===== src/rtl/memory_arbiter.sv =====
// Two-port arbiter in front of a single-ported memory (async read, clocked write).
// Round-robin between ports, with an optional burst lock bounded by MAX_BURST grants.
module memory_arbiter #(
  parameter int LINE_WIDTH = 8,
  parameter int MAX_BURST  = 4
) (
  input  logic                  clock,
  input  logic                  reset,
  input  logic                  req0,
  input  logic                  req1,
  input  logic                  lock0,
  input  logic                  lock1,
  input  logic                  we0,
  input  logic                  we1,
  input  logic [LINE_WIDTH-1:0] addr0,
  input  logic [LINE_WIDTH-1:0] addr1,
  input  logic [LINE_WIDTH-1:0] wdata0,
  input  logic [LINE_WIDTH-1:0] wdata1,
  output logic                  gnt0,
  output logic                  gnt1,
  output logic                  rvalid0,
  output logic                  rvalid1,
  output logic [LINE_WIDTH-1:0] rdata0,
  output logic [LINE_WIDTH-1:0] rdata1,
  output logic [LINE_WIDTH-1:0] mem_read_address,
  output logic [LINE_WIDTH-1:0] mem_write_address,
  output logic [LINE_WIDTH-1:0] mem_write_data,
  output logic                  mem_write_enable,
  input  logic [LINE_WIDTH-1:0] mem_read_data
);

  localparam int               CNT_W   = $clog2(MAX_BURST + 1);
  localparam logic [CNT_W-1:0] MAX_CNT = CNT_W'(MAX_BURST);
  localparam logic [CNT_W-1:0] ONE_CNT = CNT_W'(1);
  localparam logic [CNT_W-1:0] ZERO_CNT = CNT_W'(0);

  typedef enum logic [0:0] {
    ST_OPEN   = 1'b0,
    ST_LOCKED = 1'b1
  } state_t;

  state_t           r_state;
  state_t           w_state_nxt;
  logic             r_owner;
  logic             w_owner_nxt;
  logic             r_last;
  logic             w_last_nxt;
  logic [CNT_W-1:0] r_burst_cnt;
  logic [CNT_W-1:0] w_burst_nxt;

  logic w_owner_req;
  logic w_other_req;
  logic w_gnt_any;
  logic w_winner;
  logic w_win_we;
  logic w_win_lock;

  assign w_owner_req = r_owner ? req1 : req0;
  assign w_other_req = r_owner ? req0 : req1;
  assign w_win_we    = w_winner ? we1 : we0;
  assign w_win_lock  = w_winner ? lock1 : lock0;

  assign gnt0 = w_gnt_any & ~w_winner;
  assign gnt1 = w_gnt_any & w_winner;

  // Grant selection: locked owner first (until its burst budget is spent), else round-robin.
  always_comb begin
    w_gnt_any = 1'b0;
    w_winner  = 1'b0;
    if (reset) begin
      w_gnt_any = 1'b0;
      w_winner  = 1'b0;
    end else if ((r_state == ST_LOCKED) && w_owner_req) begin
      w_gnt_any = 1'b1;
      if (r_burst_cnt < MAX_CNT) begin
        w_winner = r_owner;
      end else if (w_other_req) begin
        w_winner = ~r_owner;
      end else begin
        w_winner = r_owner;
      end
    end else if (req0 && req1) begin
      w_gnt_any = 1'b1;
      w_winner  = ~r_last;
    end else if (req0) begin
      w_gnt_any = 1'b1;
      w_winner  = 1'b0;
    end else if (req1) begin
      w_gnt_any = 1'b1;
      w_winner  = 1'b1;
    end else begin
      w_gnt_any = 1'b0;
      w_winner  = 1'b0;
    end
  end

  // Next-state logic for lock ownership, burst count and round-robin pointer.
  always_comb begin
    w_state_nxt = r_state;
    w_owner_nxt = r_owner;
    w_last_nxt  = r_last;
    w_burst_nxt = r_burst_cnt;
    if (w_gnt_any) begin
      w_last_nxt = w_winner;
      if (w_win_lock) begin
        w_state_nxt = ST_LOCKED;
        w_owner_nxt = w_winner;
        case (r_state)
          ST_LOCKED: begin
            if (r_owner == w_winner) begin
              w_burst_nxt = (r_burst_cnt < MAX_CNT) ? (r_burst_cnt + ONE_CNT) : MAX_CNT;
            end else begin
              w_burst_nxt = ONE_CNT;
            end
          end
          ST_OPEN: begin
            w_burst_nxt = ONE_CNT;
          end
          default: begin
            w_burst_nxt = ONE_CNT;
          end
        endcase
      end else begin
        w_state_nxt = ST_OPEN;
        w_burst_nxt = ZERO_CNT;
      end
    end else begin
      w_state_nxt = r_state;
      w_burst_nxt = r_burst_cnt;
    end
  end

  // Arbitration state register; reset gives port 0 first priority.
  always_ff @(posedge clock) begin
    if (reset) begin
      r_state     <= ST_OPEN;
      r_owner     <= 1'b0;
      r_last      <= 1'b1;
      r_burst_cnt <= ZERO_CNT;
    end else begin
      r_state     <= w_state_nxt;
      r_owner     <= w_owner_nxt;
      r_last      <= w_last_nxt;
      r_burst_cnt <= w_burst_nxt;
    end
  end

  // Memory port mux: winner's request, or port 0's fields with writes disabled when idle.
  always_comb begin
    mem_read_address  = addr0;
    mem_write_address = addr0;
    mem_write_data    = wdata0;
    mem_write_enable  = 1'b0;
    if (w_gnt_any) begin
      if (w_winner) begin
        mem_read_address  = addr1;
        mem_write_address = addr1;
        mem_write_data    = wdata1;
      end else begin
        mem_read_address  = addr0;
        mem_write_address = addr0;
        mem_write_data    = wdata0;
      end
      mem_write_enable = w_win_we;
    end else begin
      mem_write_enable = 1'b0;
    end
  end

  // Read response registers; rdata holds between responses.
  always_ff @(posedge clock) begin
    if (reset) begin
      rvalid0 <= 1'b0;
      rvalid1 <= 1'b0;
      rdata0  <= {LINE_WIDTH{1'b0}};
      rdata1  <= {LINE_WIDTH{1'b0}};
    end else begin
      rvalid0 <= gnt0 & ~we0;
      rvalid1 <= gnt1 & ~we1;
      if (gnt0 & ~we0) begin
        rdata0 <= mem_read_data;
      end
      if (gnt1 & ~we1) begin
        rdata1 <= mem_read_data;
      end
    end
  end

endmodule


===== config.mk =====
export PLATFORM = sky130hd
export DESIGN_NAME = memory_arbiter
export DESIGN_NICKNAME = d
export VERILOG_FILES = /design/src/rtl/memory_arbiter.sv
export SDC_FILE = /design/constraint.sdc
export NUM_CORES = 1
export LEC_CHECK = 0
export ABC_AREA = 1
export CORE_MARGIN = 4
export CORE_UTILIZATION = 35
export CTS_CLUSTER_SIZE = 16
export DETAILED_ROUTE_END_ITERATION = 7
export DONT_BUFFER_PORTS = 1
export GPL_ROUTABILITY_DRIVEN = 0
export MAX_ROUTING_LAYER = met4
export PLACE_DENSITY = 0.46
export SLEW_MARGIN = 10
export SYNTH_ARGS = -nofsm -noshare
export SYNTH_HDL_FRONTEND = slang
export SYNTH_SLANG_ARGS = --single-unit

===== constraint.sdc =====
create_clock -name clock -period 4.35 [get_ports clock]
set_input_delay 0.435 -clock clock [delete_from_list [all_inputs] [get_ports clock]]
set_output_delay 0.435 -clock clock [all_outputs]
set_load 0.02 [all_outputs]

# [Word-level counts from Yosys, hierarchy flattened]
# Index checks and enable logic that the tools add are counted.
[word_totals] wordCells=49 output_inout_bits=45 regBits=24 input_bits=48
[classes] add_sub_neg=1 muxes=25 n_bitwise=10 eq_ne=1 n_reduce_logical=3 order_cmp=1
[ops] cell="two-way mux 8 bit" n=4
[ops] cell="two-way mux 1 bit" n=17
[ops] cell="two-way mux 3 bit" n=3
[ops] cell="inverter 1 bit" n=6
[ops] cell="one-hot mux 3 bit (2 select lines)" n=1
[ops] cell="bitwise AND 1 bit" n=4
[ops] cell="adder 3 x 1 -> 3 bit (second input constant)" n=1
[ops] cell="less-than comparator 3 bit (second input constant)" n=1
[ops] cell="logical AND 1 bit" n=2
[ops] cell="AND reduction 2 bit" n=1
[ops] cell="== test 1 bit" n=1

# [Logic depth before layout (Yosys ltp)]
[logic_depth] ltp_word=9 mapped_depth=12 mapped_depth_nobuf=11

# [Worst setup path after synthesis]
# Ideal clock, no wire load.
[synth_timing] kind="reg-to-output" startpoint="reg r_burst_cnt[2]" endpoint="out mem_write_address[0]" path_buffers=2 path_slack_ps=2383 path_stages_with_launch=12 t_required_ps=3915 t_arrival_ps=1532 cell_sequence="dfxtp_1 inv_1 nand2_1 nand2_1 nand2_1 nand2_2 nand2_4 clkinv_1 buf_2 nand2_1 nand2_1 buf_4"
[synth_between] elab_chain_len=6
[synth_rtl] item="start: declaration" line_no="48" text="logic [CNT_W-1:0] r_burst_cnt;"
[synth_rtl] item="start signal: assignment" line_no="144" text="r_burst_cnt <= w_burst_nxt;"
[synth_rtl] item="less-than comparator 3 bit" line_no="75" text="if (r_burst_cnt < MAX_CNT) begin"
[synth_rtl] item="two-way mux 1 bit" line_no="75"
[synth_rtl] item="two-way mux 1 bit" line_no="73" text="end else if ((r_state == ST_LOCKED) && w_owner_req) begin"
[synth_rtl] item="two-way mux 1 bit" line_no="70" text="if (reset) begin"
[synth_rtl] item="two-way mux 8 bit (2 in series)"
[synth_rtl] item="end: declaration" line_no="26" text="output logic [LINE_WIDTH-1:0] mem_write_address,"
# No other way between the ends.

# [Worst setup path after layout]
[layout_timing] startpoint="reg r_burst_cnt[2]" endpoint="out gnt0"
[layout_between] elab_chain_len=6
[layout_rtl] item="less-than comparator 3 bit" line_no="75"
[layout_rtl] item="two-way mux 1 bit" line_no="75"
[layout_rtl] item="two-way mux 1 bit" line_no="73"
[layout_rtl] item="two-way mux 1 bit" line_no="70"
[layout_rtl] item="inverter 1 bit" line_no="63" text="assign gnt0 = w_gnt_any & ~w_winner;"
[layout_rtl] item="bitwise AND 1 bit" line_no="63"
[layout_rtl] item="end: declaration" line_no="19" text="output logic gnt0,"
# No other way between the ends.

==> PnR_summary.wiki <==
{| class="wikitable"
! Metric !! Value
|-
| Buffers inserted during post-CTS setup optimization || 0
|-
| Die Y || 69.0 um
|-
| Full die area || 4770 um^2
|-
| Synth cell count leaders || sky130_fd_sc_hd__nand2_1 (89), sky130_fd_sc_hd__dfxtp_1 (24), sky130_fd_sc_hd__a21oi_1 (11), sky130_fd_sc_hd__inv_1 (11)
|-
| Post-route setup slack || 1610 ps
|-
| Maximum number of pins on one net before global-route repair || 24
|-
| Synth top area share || 36.9%
|-
| Placed Instance Area || 1260 um^2
|-
| Fraction of registers with async set or reset after synthesis || 0%
|-
| Max clock buf depth || 2
|-
| Final Cell Area || 1320 um^2
|-
| Vias per cell || 4.94
|-
| First drt pass iteration count || 5
|-
| R2R Path End || r_owner
|-
| Power density relative to cell area || 355 nW/um^2
|-
| Core Area || 3470 um^2
|-
| Core Util, Final || 38.1%
|-
| Synth Instances || 195
|-
| Number of antenna violations at the first check in global routing || 0
|-
| Detailed-route via count || 1142
|-
| Maximum fanout along the worst path || 23
|-
| Depth of the CTS H-tree || 1
|-
| DRC viols || 0
|-
| Slowest cell on the critical path || sky130_fd_sc_hd__clkinv_1
|-
| Net count after synthesis || 244
|-
| Overall power consumption || 0.469 mW
|-
| Top achievable clock speed || 0.366 GHz
|-
| Synthesis-to-finish area growth || 1.25%
|-
| Fin nets || 235
|-
| Number of enable-type register cells in the synthesized netlist || 0
|-
| Cell type with the highest occurrence count on the critical path || sky130_fd_sc_hd__nand2_1
|-
| VDD IR-drop max || 0.148 mV
|-
| Number of I/O pins || 93
|-
| Worst Setup Path Type || flip-flop to output pin
|-
| Area leader, netlist || sky130_fd_sc_hd__dfxtp_1
|-
| Type of element capturing the critical path || output pin
|-
| Average detailed-routed wire length per instance || 13.9 um
|-
| Number of standard-cell rows in the floorplan || 21
|-
| Setup WS pre-CTS || 1870 ps
|-
| Critical Path RT || 3910 ps
|-
| Post-synth top flop || sky130_fd_sc_hd__dfxtp_1
|-
| Worst hold path cell count || 1
|-
| Post-route antenna net violation count || 0
|-
| Hold buffers post-CTS || 0
|-
| Setup-failing EPs final || 0
|-
| Share of post-route cells with drive strength above 1 || 13.5%
|-
| Worst r2r path cells || 9
|-
| Setup slack of the most critical reg-to-reg path || 2450 ps
|-
| WHS Endpoint || rdata1[7]
|-
| Number of register bits inferred by synthesis || 24
|-
| Root buffer cell || sky130_fd_sc_hd__clkbuf_8
|-
| Run status || finished, final reports clean
|-
| Count of instances resized after the clock tree is built || 0
|-
| Headroom to the max-slew limit || 58.2%
|-
| Cell leakage power || 0.582 nW
|-
| Violation count after the first detailed-routing iteration || 42
|-
| Count of different cell masters after synthesis || 22
|-
| Clk_skew || 5.25 ps
|-
| Period utilization || 62.9%
|-
| Syn Area/Cell || 6.69 um^2
|-
| CTS tree || done
|-
| Die width || 69.0 um
|-
| First-pass GRT wire length || 5.17 mm
|-
| Number of antenna cells inserted || 0
|-
| Launch instance of the worst min-delay path || reset
|-
| Setup_tns || 0 ps
|-
| Startpoint types || flip-flop
|-
| Ranking of synthesized cells by area || sky130_fd_sc_hd__dfxtp_1 (37%), sky130_fd_sc_hd__nand2_1 (26%), sky130_fd_sc_hd__a21oi_2 (5.4%)
|-
| Clk Latency, worst-skew pair || 260 ps
|-
| Actual slew at the worst max-slew pin || 623 ps
|-
| Sequential area share after synthesis || 36.9%
|-
| Final hold violation count || 0
|-
| Clock-pin slew on the worst setup and hold paths || 80 ps
|-
| Hold/Removal Path Class || primary input to flip-flop
|-
| Number of clock buffers inserted by TritonCTS || 3
|-
| Final count of pins violating max slew || 0
|-
| Worst path max stage delay || 560 ps
|-
| Number of I/O port buffers || 0
|-
| Worst flop-to-flop path startpoint || r_burst_cnt[2]
|-
| Critical Path AT || 2300 ps
|-
| Total standard cell area after synthesis || 1300 um^2
|-
| Cell chain of the critical path || inv_1, nand2_1, nand2_1, nand2_1, nand2_2, nand2_4, clkinv_1, nor2_1
|-
| Clock sink count || 24
|-
| RSZ-0062 raised after global routing || no
|-
| Top-count cell post-synth || sky130_fd_sc_hd__nand2_1
|-
| Yosys Warn Count || 0
|-
| Detailed Place HPWL || 2.45 mm
|-
| GRT Overall Usage || 13.4%
|-
| Detailed Route WL || 3.22 mm
|-
| Remaining global-route overflow || 0
|-
| Effective utilization at floorplan || 37.6%
|-
| Final min period || 2740 ps
|-
| # Max-Cap Violations || 0
|-
| Via count of the first global-routing pass || 1098
|}
[logic make-up (layout without fill, tap and decap cells)]
| logic type | Yosys count | after routing | synth area share, % |
|---|---|---|---|
| simple gates | 119 | 119 | 38.3 |
| flops | 24 | 24 | 36.9 |
| buf+inv | 28 | 18 | 12.4 |
| compound gates | 23 | 23 | 11.5 |
| fa+ha+maj | 1 | 1 | 0.960 |
[routing by layer]
layer / wire [um] / vias to the layer above / GRT usage (%)
met2: 1550 / 71 / 22.5
met5: 0 / - / -
met1: 1290 / 492 / 15.4
li1: - / 575 / -
met4: 23 / 0 / 3.69
met3: 356 / 4 / 4.36
[state kept, by name, summed over array words and instances, names as in the netlist]
register,flops
r_last,1
rvalid0,1
r_state,1
rdata1,8
rvalid1,1
r_owner,1
r_burst_cnt,3
rdata0,8
[cell type report]
| class | count | area (um^2) |
|---|---|---|
| Inverter | 14 | 65.1 |
| Multi-Input combinational cell | 143 | 662 |
| Sequential cell | 24 | 480 |
| Fill cell | 364 | 2150 |
| Tap cell | 46 | 57.6 |
| Clock buffer | 4 | 55.1 |
[worst max-delay path, delay by kind of cell, from the launching register on]
| kind | cells | cell delay (ps) |
|---|---|---|
| AND/OR/NAND/NOR | 6 | 1010 |
| flip-flops | 1 | 390 |
| buffers and inverters | 2 | 630 |
[stage by stage]
step,instances,hold WS (ps)
after floorplan,195,442
after global placement,227,462
after detailed placement,227,475
after CTS,231,215
after global routing,231,214
final,231,232
[worst max-delay path by stage]
stage | end | start | cells after the start | slack (ps)
2_1_floorplan | mem_write_address[0] | r_burst_cnt[2] | 11 | 2380
3_3_place_gp | gnt0 | r_burst_cnt[2] | 8 | 2040
3_5_place_dp | gnt0 | r_burst_cnt[2] | 8 | 1870
4_1_cts | gnt0 | r_burst_cnt[2] | 8 | 1560
5_1_grt | gnt0 | r_burst_cnt[2] | 8 | 1360
6_report | gnt0 | r_burst_cnt[2] | 8 | 1610
[where the power goes]
| part | switching (mW) | total, mW | internal [mW] |
|---|---|---|---|
| Sequential | 0.0136 | 0.242 | 0.228 |
| Clock | 0.0663 | 0.147 | 0.0806 |
| Combinational | 0.0629 | 0.0800 | 0.0171 |
[layout by cell type (no fill, tap or decap)]
master,synthesis,final
sky130_fd_sc_hd__a21oi_1,11,11
sky130_fd_sc_hd__a21oi_2,8,8
sky130_fd_sc_hd__and3_1,1,1
sky130_fd_sc_hd__clkbuf_8,0,4
sky130_fd_sc_hd__clkinv_1,2,2
sky130_fd_sc_hd__clkinv_8,1,1
sky130_fd_sc_hd__dfxtp_1,24,24
sky130_fd_sc_hd__ha_1,1,1
sky130_fd_sc_hd__inv_1,11,11
sky130_fd_sc_hd__nand2_1,89,89
sky130_fd_sc_hd__nand2_2,9,9
sky130_fd_sc_hd__nand2_4,1,1
sky130_fd_sc_hd__nand3_1,7,7
sky130_fd_sc_hd__nand3_2,1,1
sky130_fd_sc_hd__nor2_1,9,9
sky130_fd_sc_hd__nor2_2,1,1
sky130_fd_sc_hd__o21a_1,2,2
sky130_fd_sc_hd__o21ai_0,2,2
sky130_fd_sc_hd__or2_1,1,1
No activity file was read; power rests on OpenSTA's default activity.
==> patch 1 (same flow settings) <==
`MAX_BURST`: 4 -> 8.
--- a/src/rtl/memory_arbiter.sv
+++ b/src/rtl/memory_arbiter.sv
@@ -4,3 +4,3 @@
   parameter int LINE_WIDTH = 8,
-  parameter int MAX_BURST  = 4
+  parameter int MAX_BURST  = 8
 ) (
Behaviour: not the same (a bounded check fails within 10 cycles, from zero or initial values and one cycle with reset high).
==> patch 1 against the original RTL <==
- cell area grew 5.3%
- total power up 2.9%
- critical endpoint is now mem_read_address[6]
- routed wire length rose by 4.6%
- hold slack got worse by 17 ps
- core utilization down 0.93 points
- area after synthesis is 5.9% higher
- setup slack improved by 180 ps
- largest cell class unchanged
- sequential power increased by 4%
- highest routed layer unchanged
- sequential cell count rose by 1
- critical path depth is 1 higher
==> patch 1: results (changes against the original RTL) <==
CTS Buffer Depth - 2 (unchanged)
Wire length on met1 - 1310 µm (was 1290 µm)
Sink of the worst hold path - rdata1[5]$_SDFFE_PP0P_ (was rdata1[7]$_SDFFE_PP0P_)
Clock transition at path regs - 90 ps
Worst Path Arrival - 2120 ps (was 2300 ps)
Metal2 WL - 1770 µm (was 1550 µm)
Leak - 0.000604 µW (was 0.000582 µW)
CTS Buf Count - 3 (unchanged)
DRT Pass-1 Iters - 4 (was 5)
Fin cells - 247 (was 231)
# port buffers - 0 (unchanged)
Tightest Hold Check Type - primary input to flop (unchanged)
Worst hold slack - 215 ps (was 232 ps)
Syn Nets - 258 (was 244)
Reg2Reg Setup Slack - 2550 ps (was 2450 ps)
CTS resizes - 0 (unchanged)
Top Registers - rdata0 x8, rdata1 x8, r_burst_cnt x4 (was rdata0 x8, rdata1 x8, r_burst_cnt x3)
Ys flop type - dfxtp_1 (unchanged)
Largest stage delay, worst path - 500 ps (was 560 ps)
Outcome - finished, final reports clean (unchanged)
Met2 global-route usage - 0.234 (was 0.225)
Worst Setup EP - mem_read_address[6] (was gnt0)
Initial drt markers - 54 (was 42)
Worst-Skew Late Latency - 270 ps
Worst reg2reg path endpoint - rdata1[2]$_SDFFE_PP0P_ (was r_owner$_SDFFE_PP0P_)
DR top layer - met4 (unchanged)
CP top delay family - simple AND/OR/NAND/NOR gates (unchanged)
Worst Skew - 6.69 ps (was 5.25 ps)
Metal3 WL - 282 µm (was 356 µm)
Grt met1 use - 0.152 (was 0.154)
Post-CTS Setup Bufs - 0 (unchanged)
Crit path max fanout - 23 (unchanged)
Layout cell share with drive strength beyond 1 - 0.146 (was 0.135)
Synth warn - 0 (unchanged)
Pre-CTS WS - 2090 ps (was 1870 ps)
Met3 Resource Use GR - 0.0497 (was 0.0436)
Global-route wire length before repair - 5400 µm (was 5170 µm)
CTS root buffer - clkbuf_8 (unchanged)
Sequential share of the synthesized area - 0.363 (was 0.369)
Final worst-path cycle share - 0.588 (was 0.629)
Ant diodes - 0 (unchanged)
R2r worst-path depth - 10 (was 9)
Total number of vias - 1186 (was 1142)
Setup crit start - r_burst_cnt[3]$_SDFFE_PP0N_ (was r_burst_cnt[2]$_SDFFE_PP0N_)
Synth top cells by count - nand2_1, dfxtp_1, nor2_1 (was nand2_1, dfxtp_1, a21oi_1, inv_1)
Post-synthesis async set-or-reset flop share - 0 (unchanged)
Relative slew slack - 0.618 (was 0.582)
Post-Synthesis Cells - 209 (was 195)
Worst hold path stage count - 1 (unchanged)
Placed insts - 243 (was 227)
Initial antenna violation count - 0 (unchanged)
Synth area leaders - dfxtp_1, nand2_1, nor2_1 (was dfxtp_1, nand2_1, a21oi_2)
GR Util All Layers - 0.134 (about the same)
Post-detail-place hpwl - 2660 µm (was 2450 µm)
Worst IR Drop VDD - 0.000207 V (was 0.000148 V)
Routed wire length - 3370 µm (was 3220 µm)
Placed Area - 0.00134 mm² (was 0.00126 mm²)
Largest net degree at the start of global routing - 25 (was 24)
CTS H-tree lvls - 1 (unchanged)
Unique cell type count in the Yosys netlist - 23 (was 22)
patch 1: cell types whose count changed after synthesis, sizes merged:
cell,unedited run,this run
nor2,10,20
inv,11,14
a21oi,19,20
and3,1,0
dfxtp,24,25
nand3,8,9
o21a,2,1
o21ai,2,1
xnor2,0,1
patch 1: layout make-up:
cell class                      count  area [µm²]
Fill cell                         423        2350
Multi-Input combinational cell    153         702
Sequential cell                    25         500
Inverter                           17        77.6
Tap cell                           48        60.1
Clock buffer                        3        41.3
Clock inverter                      1        8.76
patch 1: cell families after synthesis:
group,count (synthesis),synth area share
xor gates and xnor gates,1,0.00635
AOI/OAI and AO/OA,22,0.103
and+or+nand+nor,129,0.390
DFF,25,0.363
buffers and inverters,31,0.129
adders and majority gates,1,0.00906
patch 1: power by group:
part | internal, µW | total, µW | switching, µW
registers | 238 | 252 | 14.2
logic | 18.1 | 84.5 | 66.4
clock network | 67.2 | 146 | 78.9
total | 323 | 482 | 160
==> patch 2 (same flow settings) <==
Made on the original files. Reset style: asynchronous (`reset`), changed in 2 clocked blocks.
--- a/src/rtl/memory_arbiter.sv
+++ b/src/rtl/memory_arbiter.sv
@@ -133,3 +133,3 @@
   // Arbitration state register; reset gives port 0 first priority.
-  always_ff @(posedge clock) begin
+  always_ff @(posedge clock or posedge reset) begin
     if (reset) begin
@@ -170,3 +170,3 @@
   // Read response registers; rdata holds between responses.
-  always_ff @(posedge clock) begin
+  always_ff @(posedge clock or posedge reset) begin
     if (reset) begin
Behaviour: differs if reset is asserted again (counterexample within 4 cycles, from zero or initial values and one cycle with reset high); with reset held inactive, the same outputs for 10 cycles.
==> patch 2 against the original RTL <==
- hold slack got worse by 160 ps
- area after synthesis rose by 5.1%
- global-route usage fell by 0.40 points
- largest power group unchanged
- cell area rose by 5.7%
- clock power rose by 30%
- routed wire length fell by 0.87%
- critical endpoint is now mem_read_address[5]
- total power rose by 45%
- die area rose by 4.5%
- sequential cell count did not move
- setup slack improved by 520 ps
- combinational power rose by 84%
==> patch 2: results (changes against the original RTL) <==
Sequential share of the synthesized area - 0.439 (was 0.369)
Post-CTS Setup Bufs - 0 (unchanged)
Fin cells - 222 (was 231)
Synth top cells by count - nand2_1, dfrtp_1, buf_4 (was nand2_1, dfxtp_1, a21oi_1, inv_1)
Critical path type - flop to primary output (unchanged)
CP top delay family - simple AND/OR/NAND/NOR gates (unchanged)
Synth area leaders - dfrtp_1, nand2_1, buf_4 (was dfxtp_1, nand2_1, a21oi_2)
CTS Buf Count - 3 (unchanged)
Clock transition at path regs - 80 ps (about the same)
Post-detail-place hpwl - 2570 µm (was 2450 µm)
DRT Pass-1 Iters - 4 (was 5)
Post-Synthesis Cells - 183 (was 195)
Crit-path slowest cell - dfrtp_1 (was clkinv_1)
Relative slew slack - 0.664 (was 0.582)
Tightest Hold Check Type - primary input to async pin (was primary input to flop)
Leak - 0.000785 µW (was 0.000582 µW)
Placed insts - 218 (was 227)
Outcome - finished, final reports clean (unchanged)
Ant diodes - 0 (unchanged)
# port buffers - 0 (unchanged)
CTS resizes - 0 (unchanged)
Reg2reg start - r_last$_DFFE_PP1N_ (was r_burst_cnt[2]$_SDFFE_PP0N_)
Routed wire length - 3190 µm (was 3220 µm)
Initial drt markers - 25 (was 42)
Unique cell type count in the Yosys netlist - 22 (unchanged)
Global-route wire length before repair - 5110 µm (was 5170 µm)
Initial antenna violation count - 0 (unchanged)
Crit path max fanout - 23 (unchanged)
Worst Path Arrival - 1780 ps (was 2300 ps)
Worst Skew - 1.95 ps (was 5.25 ps)
Largest stage delay, worst path - 430 ps (was 560 ps)
Setup crit start - r_burst_cnt[2]$_DFFE_PP0N_ (was r_burst_cnt[2]$_SDFFE_PP0N_)
Syn Nets - 232 (was 244)
Top Registers - rdata0 x8, rdata1 x8, r_burst_cnt x3 (unchanged)
Post-synthesis async set-or-reset flop share - 1.00 (was 0)
Ys flop type - dfrtp_1 (was dfxtp_1)
CTS root buffer - clkbuf_8 (unchanged)
GR Util All Layers - 0.130 (was 0.134)
CTS H-tree lvls - 1 (unchanged)
Vias in the first global route - 1117 (was 1098)
Vias per cell - 4.79 (was 4.94)
Worst IR Drop VDD - 0.000217 V (was 0.000148 V)
Synth warn - 0 (unchanged)
Layout cell share with drive strength beyond 1 - 0.155 (was 0.135)
Largest net degree at the start of global routing - 26 (was 24)
Worst-Skew Late Latency - 260 ps (about the same)
CTS Buffer Depth - 2 (unchanged)
==> patch 2: cell types whose count changed after synthesis, moves of 3 or more <==
| cell | unedited run | this run |
|---|---|---|
| a21oi_1 | 11 | 0 |
| nand2_2 | 9 | 5 |
| nand3_1 | 7 | 4 |
| nand2_1 | 89 | 101 |
| o21ai_2 | 0 | 6 |
| nor2_1 | 9 | 4 |
| dfrtp_1 | 0 | 23 |
| inv_1 | 11 | 8 |
| inv_2 | 0 | 6 |
| dfxtp_1 | 24 | 0 |
| a21oi_2 | 8 | 0 |
==> patch 2: per-layer routing <==
metal  track usage  routed length, µm  vias up  part of all wire
met5             -                  0        -                 0
met4        0.0397                 27        0            0.0085
met3        0.0384                400        4              0.13
met2         0.233               1600       65              0.50
met1         0.139               1170      468              0.37
li1              -                  -      526                 -
==> patch 2: final cells by class <==
class,instances,area [µm²]
fill,390,2320
multi-input combinational,131,603
sequential,24,602
tap,48,60.1
inverter,15,58.8
clock buffer,3,41.3
clock inverter,1,30.0
==> patch 2: report_power, final <==
part           internal (µW)  switching, µW  total, µW
combinational           40.8            106        147
clock                    123           67.7        191
sequential               265           74.8        340
==> patch 2: final timing paths <==
| kind | to | slack [ps] | depth (start not counted) |
|---|---|---|---|
| max | mem_read_address[5] | 2130 | 9 |
| min reg2reg | r_last$_DFFE_PP1N_ | 480 | 2 |
| max in group asynchronous | r_last$_DFFE_PP1N_ | 3920 | 1 |
| min in group clock | rvalid1$_DFF_PP0_ | 240 | 1 |
| min | r_state$_DFFE_PP0N_ | 80 | 1 |
| max reg2reg | rdata0[6]$_DFFE_PP0P_ | 2650 | 9 |
==> patch 2: cells by family after synthesis <==
group,after synthesis,synth area share
compound gates,12,0.0639
simple gates,118,0.367
fa+ha+maj,1,0.00913
flops,24,0.439
buf+inv,28,0.121
==> patch 2: per-stage QoR <==
stage,total power [µW],util,area [µm²],worst slack [ps]
6_report,677,0.375,1400,2130
5_1_grt,723,0.375,1400,1950
4_1_cts,686,0.375,1400,2120
3_5_place_dp,495,0.356,1320,2310
3_3_place_gp,492,0.356,1320,2350
2_1_floorplan,480,-,1370,2380
==> patch 2: worst register-to-register path, stage by stage, from the launching register on <==
cell and delay, ps:
dfstp_2 550, o21a_1 170, nand2_4 80, nand2_8 160, nand2_2 80, inv_2 130, nand2_2 200, inv_2 170
nand2_1 60, nand2_1 60
